`config.mk`:
```
export PLATFORM = sky130hd
export DESIGN_NAME = wishbone_to_axi_lite_flat
export DESIGN_NICKNAME = d
export VERILOG_FILES = /design/src/rtl/axi_wb_pkg.sv /design/src/rtl/wishbone_to_axi_lite_if.sv /design/src/rtl/wishbone_to_axi_lite.sv /design/src/flat_wrapper.sv
export SDC_FILE = /design/constraint.sdc
export NUM_CORES = 1
export LEC_CHECK = 0
export ABC_AREA = 1
export CAP_MARGIN = 25
export CORE_MARGIN = 5
export CORE_UTILIZATION = 50
export CTS_BUF_LIST = sky130_fd_sc_hd__clkbuf_8
export CTS_CLUSTER_DIAMETER = 120
export DETAILED_ROUTE_END_ITERATION = 7
export DONT_BUFFER_PORTS = 1
export PLACE_DENSITY_LB_ADDON = 0.1
export SLEW_MARGIN = 20
export SYNTH_ARGS = -nofsm -noshare
export SYNTH_HDL_FRONTEND = slang
export SYNTH_SLANG_ARGS = --single-unit
```
`constraint.sdc`:
```
create_clock -name clk -period 3.39 [get_ports clk]
set_input_delay 0.1695 -clock clk [delete_from_list [all_inputs] [get_ports clk]]
set_output_delay 0.1695 -clock clk [all_outputs]
set_load 0.02 [all_outputs]
```
`src/rtl/axi_wb_pkg.sv`:
```
// Shared types and constants for the Wishbone-to-AXI-Lite bridge.
// Latency: none (declarations only).
// Backpressure: not applicable.
package axi_wb_pkg;

    // Bridge FSM states: request phase, response phase, one-cycle completion.
    typedef enum logic [2:0] {
        IDLE,
        WR_REQ,
        WR_RESP,
        RD_REQ,
        RD_RESP,
        DONE
    } bridge_state_t;

    localparam logic [1:0] RESP_OKAY   = 2'b00;
    localparam logic [1:0] RESP_EXOKAY = 2'b01;
    localparam logic [1:0] RESP_SLVERR = 2'b10;
    localparam logic [1:0] RESP_DECERR = 2'b11;

    // OKAY and EXOKAY both complete as a Wishbone ack; the rest become err.
    function automatic logic resp_is_ok(input logic [1:0] resp);
        logic ok;
        case (resp)
            RESP_OKAY, RESP_EXOKAY:   ok = 1'b1;
            RESP_SLVERR, RESP_DECERR: ok = 1'b0;
            default:                  ok = 1'b0;
        endcase
        return ok;
    endfunction

endpackage

```
`src/rtl/wishbone_to_axi_lite_if.sv`:
```
// Bundles the Wishbone slave port and the AXI-Lite master port of the bridge.
// Latency: none (wires only).
// Backpressure: AXI ready/valid pairs; Wishbone classic stb held until ack/err.
interface wishbone_to_axi_lite_if #(
    parameter int AW = 32,
    parameter int DW = 32
);
    // Wishbone side
    logic          s_cyc;
    logic          s_stb;
    logic          s_we;
    logic [AW-1:0] s_adr;
    logic [DW-1:0] s_wdata;
    logic [DW/8-1:0] s_sel;
    logic [DW-1:0] s_rdata;
    logic          s_ack;
    logic          s_err;

    // AXI-Lite side
    logic          m_awvalid;
    logic [AW-1:0] m_awaddr;
    logic          m_awready;
    logic          m_wvalid;
    logic [DW-1:0] m_wdata;
    logic [DW/8-1:0] m_wstrb;
    logic          m_wready;
    logic          m_bvalid;
    logic [1:0]    m_bresp;
    logic          m_bready;
    logic          m_arvalid;
    logic [AW-1:0] m_araddr;
    logic          m_arready;
    logic          m_rvalid;
    logic [DW-1:0] m_rdata;
    logic [1:0]    m_rresp;
    logic          m_rready;

    // Bridge view: Wishbone slave toward the CPU bus, AXI master toward peripherals.
    modport slave (
        input  s_cyc, s_stb, s_we, s_adr, s_wdata, s_sel,
        output s_rdata, s_ack, s_err,
        output m_awvalid, m_awaddr, input m_awready,
        output m_wvalid, m_wdata, m_wstrb, input m_wready,
        input  m_bvalid, m_bresp, output m_bready,
        output m_arvalid, m_araddr, input m_arready,
        input  m_rvalid, m_rdata, m_rresp, output m_rready
    );

    // Environment view: Wishbone master plus AXI-Lite peripheral.
    modport master (
        output s_cyc, s_stb, s_we, s_adr, s_wdata, s_sel,
        input  s_rdata, s_ack, s_err,
        input  m_awvalid, m_awaddr, output m_awready,
        input  m_wvalid, m_wdata, m_wstrb, output m_wready,
        output m_bvalid, m_bresp, input m_bready,
        input  m_arvalid, m_araddr, output m_arready,
        output m_rvalid, m_rdata, m_rresp, input m_rready
    );

endinterface

```
`src/rtl/wishbone_to_axi_lite.sv`:
```
// Wishbone B4 classic slave to AXI4-Lite master bridge, one transaction in flight.
// Latency: 3 cycles stb-sampled to ack with a zero-wait AXI slave; 4-cycle minimum issue interval.
// Backpressure: holds each AXI valid until its ready; Wishbone is stalled by withholding ack/err.
module wishbone_to_axi_lite
    import axi_wb_pkg::*;
#(
    parameter int AW = 32,
    parameter int DW = 32
) (
    input  logic clk,
    input  logic rst,
    wishbone_to_axi_lite_if.slave bus
);

    bridge_state_t   state, state_n;

    // Request register: one copy serves both AW and AR address outputs.
    logic [AW-1:0]   adr_q,   adr_n;
    logic [DW-1:0]   wdata_q, wdata_n;
    logic [DW/8-1:0] sel_q,   sel_n;

    logic awvalid_q, awvalid_n;
    logic wvalid_q,  wvalid_n;
    logic arvalid_q, arvalid_n;
    logic bready_q,  bready_n;
    logic rready_q,  rready_n;
    logic aw_done_q, aw_done_n;
    logic w_done_q,  w_done_n;

    // Set once the master drops s_cyc mid-transaction; silences the completion.
    logic aborted_q, aborted_n;

    logic [DW-1:0] rdata_q, rdata_n;
    logic          ack_q,   ack_n;
    logic          err_q,   err_n;

    // Next-state and next-register values for the bridge FSM.
    always_comb begin
        state_n   = state;
        adr_n     = adr_q;
        wdata_n   = wdata_q;
        sel_n     = sel_q;
        awvalid_n = awvalid_q;
        wvalid_n  = wvalid_q;
        arvalid_n = arvalid_q;
        bready_n  = bready_q;
        rready_n  = rready_q;
        aw_done_n = aw_done_q;
        w_done_n  = w_done_q;
        aborted_n = aborted_q;
        rdata_n   = rdata_q;
        ack_n     = 1'b0;
        err_n     = 1'b0;

        // Any cycle outside IDLE/DONE with s_cyc low marks the transaction abandoned.
        if (state != IDLE && state != DONE && !bus.s_cyc) begin
            aborted_n = 1'b1;
        end

        case (state)
            IDLE: begin
                aborted_n = 1'b0;
                if (bus.s_cyc && bus.s_stb) begin
                    adr_n     = bus.s_adr;
                    wdata_n   = bus.s_wdata;
                    sel_n     = bus.s_sel;
                    aw_done_n = 1'b0;
                    w_done_n  = 1'b0;
                    if (bus.s_we) begin
                        state_n   = WR_REQ;
                        awvalid_n = 1'b1;
                        wvalid_n  = 1'b1;
                    end else begin
                        state_n   = RD_REQ;
                        arvalid_n = 1'b1;
                    end
                end
            end

            WR_REQ: begin
                // AW and W retire independently; B is only opened after both.
                if (awvalid_q && bus.m_awready) begin
                    awvalid_n = 1'b0;
                    aw_done_n = 1'b1;
                end
                if (wvalid_q && bus.m_wready) begin
                    wvalid_n = 1'b0;
                    w_done_n = 1'b1;
                end
                if (aw_done_n && w_done_n) begin
                    state_n  = WR_RESP;
                    bready_n = 1'b1;
                end
            end

            WR_RESP: begin
                if (bus.m_bvalid) begin
                    bready_n = 1'b0;
                    state_n  = DONE;
                    ack_n    = !aborted_n &&  resp_is_ok(bus.m_bresp);
                    err_n    = !aborted_n && !resp_is_ok(bus.m_bresp);
                end
            end

            RD_REQ: begin
                if (bus.m_arready) begin
                    arvalid_n = 1'b0;
                    rready_n  = 1'b1;
                    state_n   = RD_RESP;
                end
            end

            RD_RESP: begin
                if (bus.m_rvalid) begin
                    rdata_n  = bus.m_rdata;
                    rready_n = 1'b0;
                    state_n  = DONE;
                    ack_n    = !aborted_n &&  resp_is_ok(bus.m_rresp);
                    err_n    = !aborted_n && !resp_is_ok(bus.m_rresp);
                end
            end

            DONE: begin
                // ack/err were raised on entry; s_stb is ignored here.
                state_n = IDLE;
            end

            default: state_n = IDLE;
        endcase
    end

    // FSM state register.
    always_ff @(posedge clk or posedge rst) begin
        if (rst) begin
            state <= IDLE;
        end else begin
            state <= state_n;
        end
    end

    // Request, handshake and response registers; every output comes from here.
    always_ff @(posedge clk or posedge rst) begin
        if (rst) begin
            adr_q     <= '0;
            wdata_q   <= '0;
            sel_q     <= '0;
            awvalid_q <= 1'b0;
            wvalid_q  <= 1'b0;
            arvalid_q <= 1'b0;
            bready_q  <= 1'b0;
            rready_q  <= 1'b0;
            aw_done_q <= 1'b0;
            w_done_q  <= 1'b0;
            aborted_q <= 1'b0;
            rdata_q   <= '0;
            ack_q     <= 1'b0;
            err_q     <= 1'b0;
        end else begin
            adr_q     <= adr_n;
            wdata_q   <= wdata_n;
            sel_q     <= sel_n;
            awvalid_q <= awvalid_n;
            wvalid_q  <= wvalid_n;
            arvalid_q <= arvalid_n;
            bready_q  <= bready_n;
            rready_q  <= rready_n;
            aw_done_q <= aw_done_n;
            w_done_q  <= w_done_n;
            aborted_q <= aborted_n;
            rdata_q   <= rdata_n;
            ack_q     <= ack_n;
            err_q     <= err_n;
        end
    end

    assign bus.m_awvalid = awvalid_q;
    assign bus.m_awaddr  = adr_q;
    assign bus.m_wvalid  = wvalid_q;
    assign bus.m_wdata   = wdata_q;
    assign bus.m_wstrb   = sel_q;
    assign bus.m_bready  = bready_q;
    assign bus.m_arvalid = arvalid_q;
    assign bus.m_araddr  = adr_q;
    assign bus.m_rready  = rready_q;
    assign bus.s_rdata   = rdata_q;
    assign bus.s_ack     = ack_q;
    assign bus.s_err     = err_q;

endmodule
```
`src/flat_wrapper.sv`:
```
// flat-port wrapper written by rule: the top's interface ports become plain ports
module wishbone_to_axi_lite_flat import axi_wb_pkg::*;
#(
    parameter int AW = 32,
    parameter int DW = 32
)
  (clk, rst, bus_s_cyc, bus_s_stb, bus_s_we, bus_s_adr, bus_s_wdata, bus_s_sel, bus_s_rdata, bus_s_ack, bus_s_err, bus_m_awvalid, bus_m_awaddr, bus_m_awready, bus_m_wvalid, bus_m_wdata, bus_m_wstrb, bus_m_wready, bus_m_bvalid, bus_m_bresp, bus_m_bready, bus_m_arvalid, bus_m_araddr, bus_m_arready, bus_m_rvalid, bus_m_rdata, bus_m_rresp, bus_m_rready);
  wishbone_to_axi_lite_if #(.AW(AW), .DW(DW)) bus_i ();
  input  logic clk;
  input  logic rst;
  input wire logic [$bits(bus_i.s_cyc)-1:0] bus_s_cyc;
  input wire logic [$bits(bus_i.s_stb)-1:0] bus_s_stb;
  input wire logic [$bits(bus_i.s_we)-1:0] bus_s_we;
  input wire logic [$bits(bus_i.s_adr)-1:0] bus_s_adr;
  input wire logic [$bits(bus_i.s_wdata)-1:0] bus_s_wdata;
  input wire logic [$bits(bus_i.s_sel)-1:0] bus_s_sel;
  output wire logic [$bits(bus_i.s_rdata)-1:0] bus_s_rdata;
  output wire logic [$bits(bus_i.s_ack)-1:0] bus_s_ack;
  output wire logic [$bits(bus_i.s_err)-1:0] bus_s_err;
  output wire logic [$bits(bus_i.m_awvalid)-1:0] bus_m_awvalid;
  output wire logic [$bits(bus_i.m_awaddr)-1:0] bus_m_awaddr;
  input wire logic [$bits(bus_i.m_awready)-1:0] bus_m_awready;
  output wire logic [$bits(bus_i.m_wvalid)-1:0] bus_m_wvalid;
  output wire logic [$bits(bus_i.m_wdata)-1:0] bus_m_wdata;
  output wire logic [$bits(bus_i.m_wstrb)-1:0] bus_m_wstrb;
  input wire logic [$bits(bus_i.m_wready)-1:0] bus_m_wready;
  input wire logic [$bits(bus_i.m_bvalid)-1:0] bus_m_bvalid;
  input wire logic [$bits(bus_i.m_bresp)-1:0] bus_m_bresp;
  output wire logic [$bits(bus_i.m_bready)-1:0] bus_m_bready;
  output wire logic [$bits(bus_i.m_arvalid)-1:0] bus_m_arvalid;
  output wire logic [$bits(bus_i.m_araddr)-1:0] bus_m_araddr;
  input wire logic [$bits(bus_i.m_arready)-1:0] bus_m_arready;
  input wire logic [$bits(bus_i.m_rvalid)-1:0] bus_m_rvalid;
  input wire logic [$bits(bus_i.m_rdata)-1:0] bus_m_rdata;
  input wire logic [$bits(bus_i.m_rresp)-1:0] bus_m_rresp;
  output wire logic [$bits(bus_i.m_rready)-1:0] bus_m_rready;
  assign bus_i.s_cyc = bus_s_cyc;
  assign bus_i.s_stb = bus_s_stb;
  assign bus_i.s_we = bus_s_we;
  assign bus_i.s_adr = bus_s_adr;
  assign bus_i.s_wdata = bus_s_wdata;
  assign bus_i.s_sel = bus_s_sel;
  assign bus_s_rdata = bus_i.s_rdata;
  assign bus_s_ack = bus_i.s_ack;
  assign bus_s_err = bus_i.s_err;
  assign bus_m_awvalid = bus_i.m_awvalid;
  assign bus_m_awaddr = bus_i.m_awaddr;
  assign bus_i.m_awready = bus_m_awready;
  assign bus_m_wvalid = bus_i.m_wvalid;
  assign bus_m_wdata = bus_i.m_wdata;
  assign bus_m_wstrb = bus_i.m_wstrb;
  assign bus_i.m_wready = bus_m_wready;
  assign bus_i.m_bvalid = bus_m_bvalid;
  assign bus_i.m_bresp = bus_m_bresp;
  assign bus_m_bready = bus_i.m_bready;
  assign bus_m_arvalid = bus_i.m_arvalid;
  assign bus_m_araddr = bus_i.m_araddr;
  assign bus_i.m_arready = bus_m_arready;
  assign bus_i.m_rvalid = bus_m_rvalid;
  assign bus_i.m_rdata = bus_m_rdata;
  assign bus_i.m_rresp = bus_m_rresp;
  assign bus_m_rready = bus_i.m_rready;
  wishbone_to_axi_lite #(.AW(AW), .DW(DW)) u_core (.clk(clk), .rst(rst), .bus(bus_i));
endmodule
```
==> After elaboration in Yosys (flattened, before gate mapping) <==
Cells that the tools add are included.
Widths: inputs -> output; s select.
{ "word_totals": {"regBits": 113, "latch_bits": 0, "ram_bits": 0, "rom_bits": 0, "inputBits": 114, "out_inout_bits": 139, "wordCells": 114, "mem_count": 0} }
{ "op_classes": {"n_addsub": 0, "n_mul": 0, "div_mod_pow": 0, "n_lt_le_gt_ge": 0, "n_eq_ne": 20, "n_shift": 0, "mux": 44, "n_bitwise": 0, "reduce_logical": 35} }
{ "op_table": {"columns": ["op", "count"], "rows": [
  ["$mux 1", 26],
  ["$pmux 1 s2", 11],
  ["$mux 3", 5],
  ["$pmux 3 s5", 1],
  ["$reduce_and 4->1", 3],
  ["$logic_and 1x1->1", 10],
  ["$ne 2x2->1 const B", 5],
  ["$eq 2x2->1 const B", 4],
  ["$ne 2x1->1 const B", 4],
  ["$reduce_bool 2->1", 4],
  ["$reduce_or 2->1", 4],
  ["$eq 3x2->1 const B", 2],
  ["$reduce_and 2->1", 3],
  ["$reduce_and 3->1", 2],
  ["$reduce_and 5->1", 1],
  ["$eq 2x1->1 const B", 2],
  ["$logic_not 1->1", 4],
  ["$logic_not 2->1", 2],
  ["$eq 3x1->1 const B", 1],
  ["$eq 3x3->1 const B", 1],
  ["$logic_not 3->1", 1],
  ["$ne 3x3->1 const B", 1],
  ["$reduce_bool 3->1", 1],
  ["$mux 2", 1]
]} }

==> Logic depth before layout (Yosys ltp) <==
{ "logic_depth": {"ltp_word": 9, "depth_mapped": 8, "ltp_nobuf": 8} }

==> Least setup slack after synthesis <==
No wires, ideal clock.
{ "synth_path": {"kind": "flip-flop to flip-flop", "from": "register u_core.state[2]", "to": "register u_core.wdata_q[14], in the netlist u_core.bus.m_wdata[14]", "setup_time_ns": 0.116, "t_arrival_ns": 1.200, "required_ns": 3.274, "path_slack_ns": 2.074, "stages_incl_launch_ff": 8, "n_path_buf": 3, "path_cell_list": "dfrtp_1 buf_2 inv_1 nand4_4 buf_4 buf_4 nand2_1 nand2_1"} }
{ "synth_via": {"elab_chain_cells": 2} }
{ "synth_lines": {"columns": ["item", "line_no", "source"], "rows": [
  ["start: declaration", "wishbone_to_axi_lite.sv:15", "bridge_state_t state, state_n;"],
  ["start signal: assignment", "wishbone_to_axi_lite.sv:137", "state <= state_n;"],
  ["$logic_not 3->1", "wishbone_to_axi_lite.sv:60", "case (state)"],
  ["$reduce_and 2->1 (no line)", null, null],
  ["end signal: assignment", "wishbone_to_axi_lite.sv:160", "wdata_q <= wdata_n;"],
  ["end: declaration", "wishbone_to_axi_lite.sv:19", "logic [DW-1:0] wdata_q, wdata_n;"]
]} }
Every way passes these cells.
A chain may end at the register's enable or synchronous reset.

==> Worst setup path in the final report <==
{ "layout_path": {"from": "register u_core.state[0]", "to": "register u_core.ack_q, in the netlist u_core.bus.s_ack"} }
{ "layout_via": {"elab_chain_cells": 8} }
{ "layout_lines": {"columns": ["item", "line_no", "source"], "rows": [
  ["$ne 3x3->1 or $reduce_bool 3->1 (tied branches)", "wishbone_to_axi_lite.sv:56", "if (state != IDLE && state != DONE && !bus.s_cyc) begin"],
  ["$logic_and 1x1->1 (2 in series)", "wishbone_to_axi_lite.sv:56", null],
  ["$mux 1", "wishbone_to_axi_lite.sv:56", null],
  ["$logic_not 1->1", "wishbone_to_axi_lite.sv:100, wishbone_to_axi_lite.sv:118", null],
  ["$logic_and 1x1->1 (on tied branches)", "wishbone_to_axi_lite.sv:118, wishbone_to_axi_lite.sv:100", null],
  ["$mux 1 (on tied branches)", "wishbone_to_axi_lite.sv:114, wishbone_to_axi_lite.sv:97", null],
  ["$pmux 1 s2 (*)", "wishbone_to_axi_lite.sv:60", null],
  ["named net u_core.ack_n", "wishbone_to_axi_lite.sv:34", "logic ack_q, ack_n;"],
  ["end signal: assignment", "wishbone_to_axi_lite.sv:171", "ack_q <= ack_n;"],
  ["end: declaration", "wishbone_to_axi_lite.sv:34", null]
]} }
Mark *: on every way through the listed nets, which the timed path passes. The rest lies on a longest branch.

==> results.txt <==
- After synthesis, the largest family of logic cells by area is simple AND/OR/NAND/NOR gates.
* Highest fanout seen on the critical path: 34
* Leading register cell type out of synthesis: sky130_fd_sc_hd__dfrtp_1
- The die is 107 µm wide.
- Unique masters post-synth: 21
- STA puts the critical path data arrival time at 2.34 ns.
- At the end of routability-driven placement, the weighted congestion stood at 0.797.
- Power Density: 961 nW/µm²
* Kind of path behind the tightest hold check: in2reg
* Share of cells above drive strength 1: under 10%
- RSZ-0062 raised after global routing: false
* Worst slack after detailed placement: 1.58 ns
- The total area inside the core boundary comes to just over 9000 µm².
- Across all setup checks in the final design, the least slack found is 1.39 ns.
* Cell at the root of the clock tree: sky130_fd_sc_hd__clkbuf_8
- For this block, the routed nets add up to 12.4 mm of wire.
- Counting flops with an async set or reset pin after synthesis yields a share of 100%.
- By instance count, the leading cell after synthesis is sky130_fd_sc_hd__nand2_1.
- The via count of the first global-routing pass was 3989.
* Number of iterations in the first detailed-routing pass: 5
* Initial antenna violation count: 0
- CTS tree: done
- Of all cell types, the one taking the most synthesized area is sky130_fd_sc_hd__dfrtp_1.
- Entering global routing, the biggest net connects 70 pins.
- Count of unresolved DRC violations after routing: 0
- In this design, the stage delay of the slowest critical-path cell is 0.56 ns.
- Status: completed
- Global-route total usage across every layer: 22.7%
- Sorting the synthesized cells by how often they occur yields sky130_fd_sc_hd__nand2_1 (335), sky130_fd_sc_hd__dfrtp_1 (113), sky130_fd_sc_hd__buf_4 (37).
- Required time of the critical path: 3.74 ns
- Post_cts resized: 0
- The worst pin sits at a relative slew slack of 48.7%.
- Vert. Die Dim: 107 µm
* DR vias/cell: 5.00
- Layout area overhead: 28.4%
* Synthesized net count: 667
- Dividing the detail-routed wire length by the instance count gives 16.3 µm.
* Die ar.: 11400 µm²
- First-pass GRT wire length: 20.3 mm
* Hpwl dp: between 7 and 8 mm
- 253 I/O pins were placed.
* Number of clock sinks seen by CTS: 113
* Placement Rows: 35
* Number of maximum-capacitance violations: 0
- Synthesis produced a netlist whose cell count is about 550.
- Combined area of all synthesized cells: 4700 µm²
- For this configuration, the core starts out at a cell density of 51.1%.
- Clock-pin slew was measured on the worst setup and hold paths at 0.07 ns.
- YS warnings: 0
- Final hold violation count: 0
- Clock tree synthesis inserted a total of 17 buffers.
- The worst-case IR drop observed on VDD is roughly 420 µV.
- Counting flops with a built-in enable in the synthesized netlist gives 0.
* Violation count after the first detailed-route iteration: 286
* Series of cell instances along the critical path: nor2_4 -> nand3_2 -> buf_4 -> o22ai_1 -> dlygate4sd3_1 -> inv_1 -> nor2_1
* Flops & latches, synth: between 100 and 150
- Fillcell total: between 700 and 800
* Setup violation total in the final timing report: 0
- Worst-Margin Slew: 0.769 ns
- On the final layout, the worst clock skew is just under 0.01 ns.
- Leak Pwr: 0.00320 µW
* Area share of the largest cell type after synthesis: between 60% and 70%
- The worst setup path is captured at a flip-flop.
- The slowest stage of the critical path belongs to the cell sky130_fd_sc_hd__dlygate4sd3_1.
- Bufs on Longest Clock Path: 2
- Total number of vias: 3797
* Final period demand of the worst path: 2.00 ns
- Dividing the final minimum period by the clock period gives 58.9%.
- The count of final max-slew check failures came to 0.
- In this run the mean area of a mapped cell was 8.50 µm².
* Post-route antenna net violation count: 0
- Number of nets in the finished design: 749
- In this run the tool buffered the top-level ports with 0 buffer cells.
- The H-tree generated during clock tree synthesis spans 4 levels.
- Summing the areas of all compound-gate instances in the mapped netlist gives 1.25% of the synthesized area.
* Sequential share of the synthesized area: 60.1%
* Maximum achievable frequency: 501 MHz
- After global routing the overflow that remains totals 0.
* Worst Setup Start Kind: flip-flop
* Xor and xnor area share after synthesis: 0%
- # diodes: 0
- Clock latency on the worst-skew pair, taken at its later pin, is 0.42 ns.
- Setup TNS: 0 ns
- Multiplexer cells account for 0% of the synthesized area.
- The critical path is of the reg2reg type.
* Area contributors post-synth: sky130_fd_sc_hd__dfrtp_1 (60%), sky130_fd_sc_hd__nand2_1 (27%), sky130_fd_sc_hd__buf_4 (5.9%)
- Synthesized-area fraction occupied by and/or/nand/nor cells: ~30%
* Arithmetic-cell share of the synthesized area counting full adders, half adders and majority gates: 0%
[power by group]
part	total [µW]	internal (µW)	switching, µW	leakage [µW]
sequential	3440	1940	1500	0.00141
clock	1260	731	530	0.000205
combinational	1100	460	642	0.00159
[layout by cell type, fill, tap and decap left out]
| master | instances |
|---|---|
| sky130_fd_sc_hd__o21bai_1 | 1 |
| sky130_fd_sc_hd__inv_4 | 1 |
| sky130_fd_sc_hd__o211ai_1 | 1 |
| sky130_fd_sc_hd__o21ai_0 | 2 |
| sky130_fd_sc_hd__nand4_4 | 1 |
| sky130_fd_sc_hd__and2_1 | 1 |
| sky130_fd_sc_hd__dfrtp_1 | 113 |
| sky130_fd_sc_hd__nand3_2 | 1 |
| sky130_fd_sc_hd__clkbuf_8 | 18 |
| sky130_fd_sc_hd__inv_1 | 18 |
| sky130_fd_sc_hd__nand3b_1 | 2 |
| sky130_fd_sc_hd__nand3_1 | 9 |
| sky130_fd_sc_hd__buf_4 | 6 |
| sky130_fd_sc_hd__inv_2 | 2 |
| sky130_fd_sc_hd__o22ai_1 | 1 |
| sky130_fd_sc_hd__clkinv_2 | 3 |
| sky130_fd_sc_hd__nor2_4 | 1 |
| sky130_fd_sc_hd__clkinvlp_4 | 4 |
| sky130_fd_sc_hd__dlygate4sd3_1 | 110 |
| sky130_fd_sc_hd__bufinv_16 | 3 |
| sky130_fd_sc_hd__nand2_1 | 335 |
| sky130_fd_sc_hd__nor2_1 | 10 |
| sky130_fd_sc_hd__o21a_1 | 1 |
| sky130_fd_sc_hd__a21oi_1 | 4 |
[layout make-up]
type                       instances  area, µm²  area share, %
clock buffer                      18        248           4.10
multi-input combinational        370       1460           24.2
inverter                          17       66.3           1.10
timing repair buffer             116       1150           19.0
clock inverter                    14        150           2.49
sequential                       113       2830           46.8
tap                              111        139           2.30
[critical path: cells and delay by family (launching register included)]
kind,cells,cell delay [ns]
buf+inv,3,0.86
flops,1,0.48
simple gates,3,0.41
compound gates,1,0.18
[path summary, 6_finish.rpt]
path                       depth (start not counted)  slack, ns                      end             start
max                                                7       1.39         u_core.bus.s_ack   u_core.state[0]
min                                                4       0.03          u_core.w_done_q      bus_m_wready
max reg2reg                                        7       1.39         u_core.bus.s_ack   u_core.state[0]
min reg2reg                                        2       0.53         u_core.aw_done_q  u_core.aw_done_q
max in group asynchronous                          3       2.16  u_core.bus.m_araddr[17]               rst
min in group asynchronous                          2       0.38   u_core.bus.m_araddr[6]               rst
[cells by family after synthesis]
| group | Yosys count |
|---|---|
| buf+inv | 70 |
| flops | 113 |
| simple gates | 360 |
| compound gates | 10 |
[through the flow]
stage,instances,hold WS (ns),area [µm²],util [%],power [µW]
global route,759,0.0341,6040,65.7,6210
floorplan,553,0.279,4700,-,4350
CTS,759,0.0133,6040,65.7,5840
finish,759,0.0347,6040,65.7,5800
detailed placement,617,0.242,4540,49.4,4460
global placement,617,0.234,4540,49.4,4410
[sequential cells by signal (all words and copies together) (netlist names)]
register,flops
u_core.bus.s_err,1
u_core.bus.m_awvalid,1
u_core.aw_done_q,1
u_core.aborted_q,1
u_core.bus.m_wstrb,4
u_core.w_done_q,1
u_core.bus.s_ack,1
u_core.bus.m_rready,1
u_core.bus.m_arvalid,1
u_core.bus.m_araddr,32
u_core.bus.m_wvalid,1
u_core.bus.m_wdata,32
u_core.bus.m_bready,1
u_core.state,3
u_core.bus.s_rdata,32
[what timing repair did]
| item | in CTS | in global routing |
|---|---|---|
| hold buffers | 110 | 0 |
| buffers inserted | 0 | 0 |
| hold endpoints to repair | 171 | 0 |
[layer usage]
metal	part of all wire (%)	wire length, µm	track usage [%]
met1	39	4780	26.4
met2	50	6190	38.0
met3	9.1	1130	8.73
met4	2.4	296	8.86
met5	0	0	0
(Power assumes the default switching activity.)
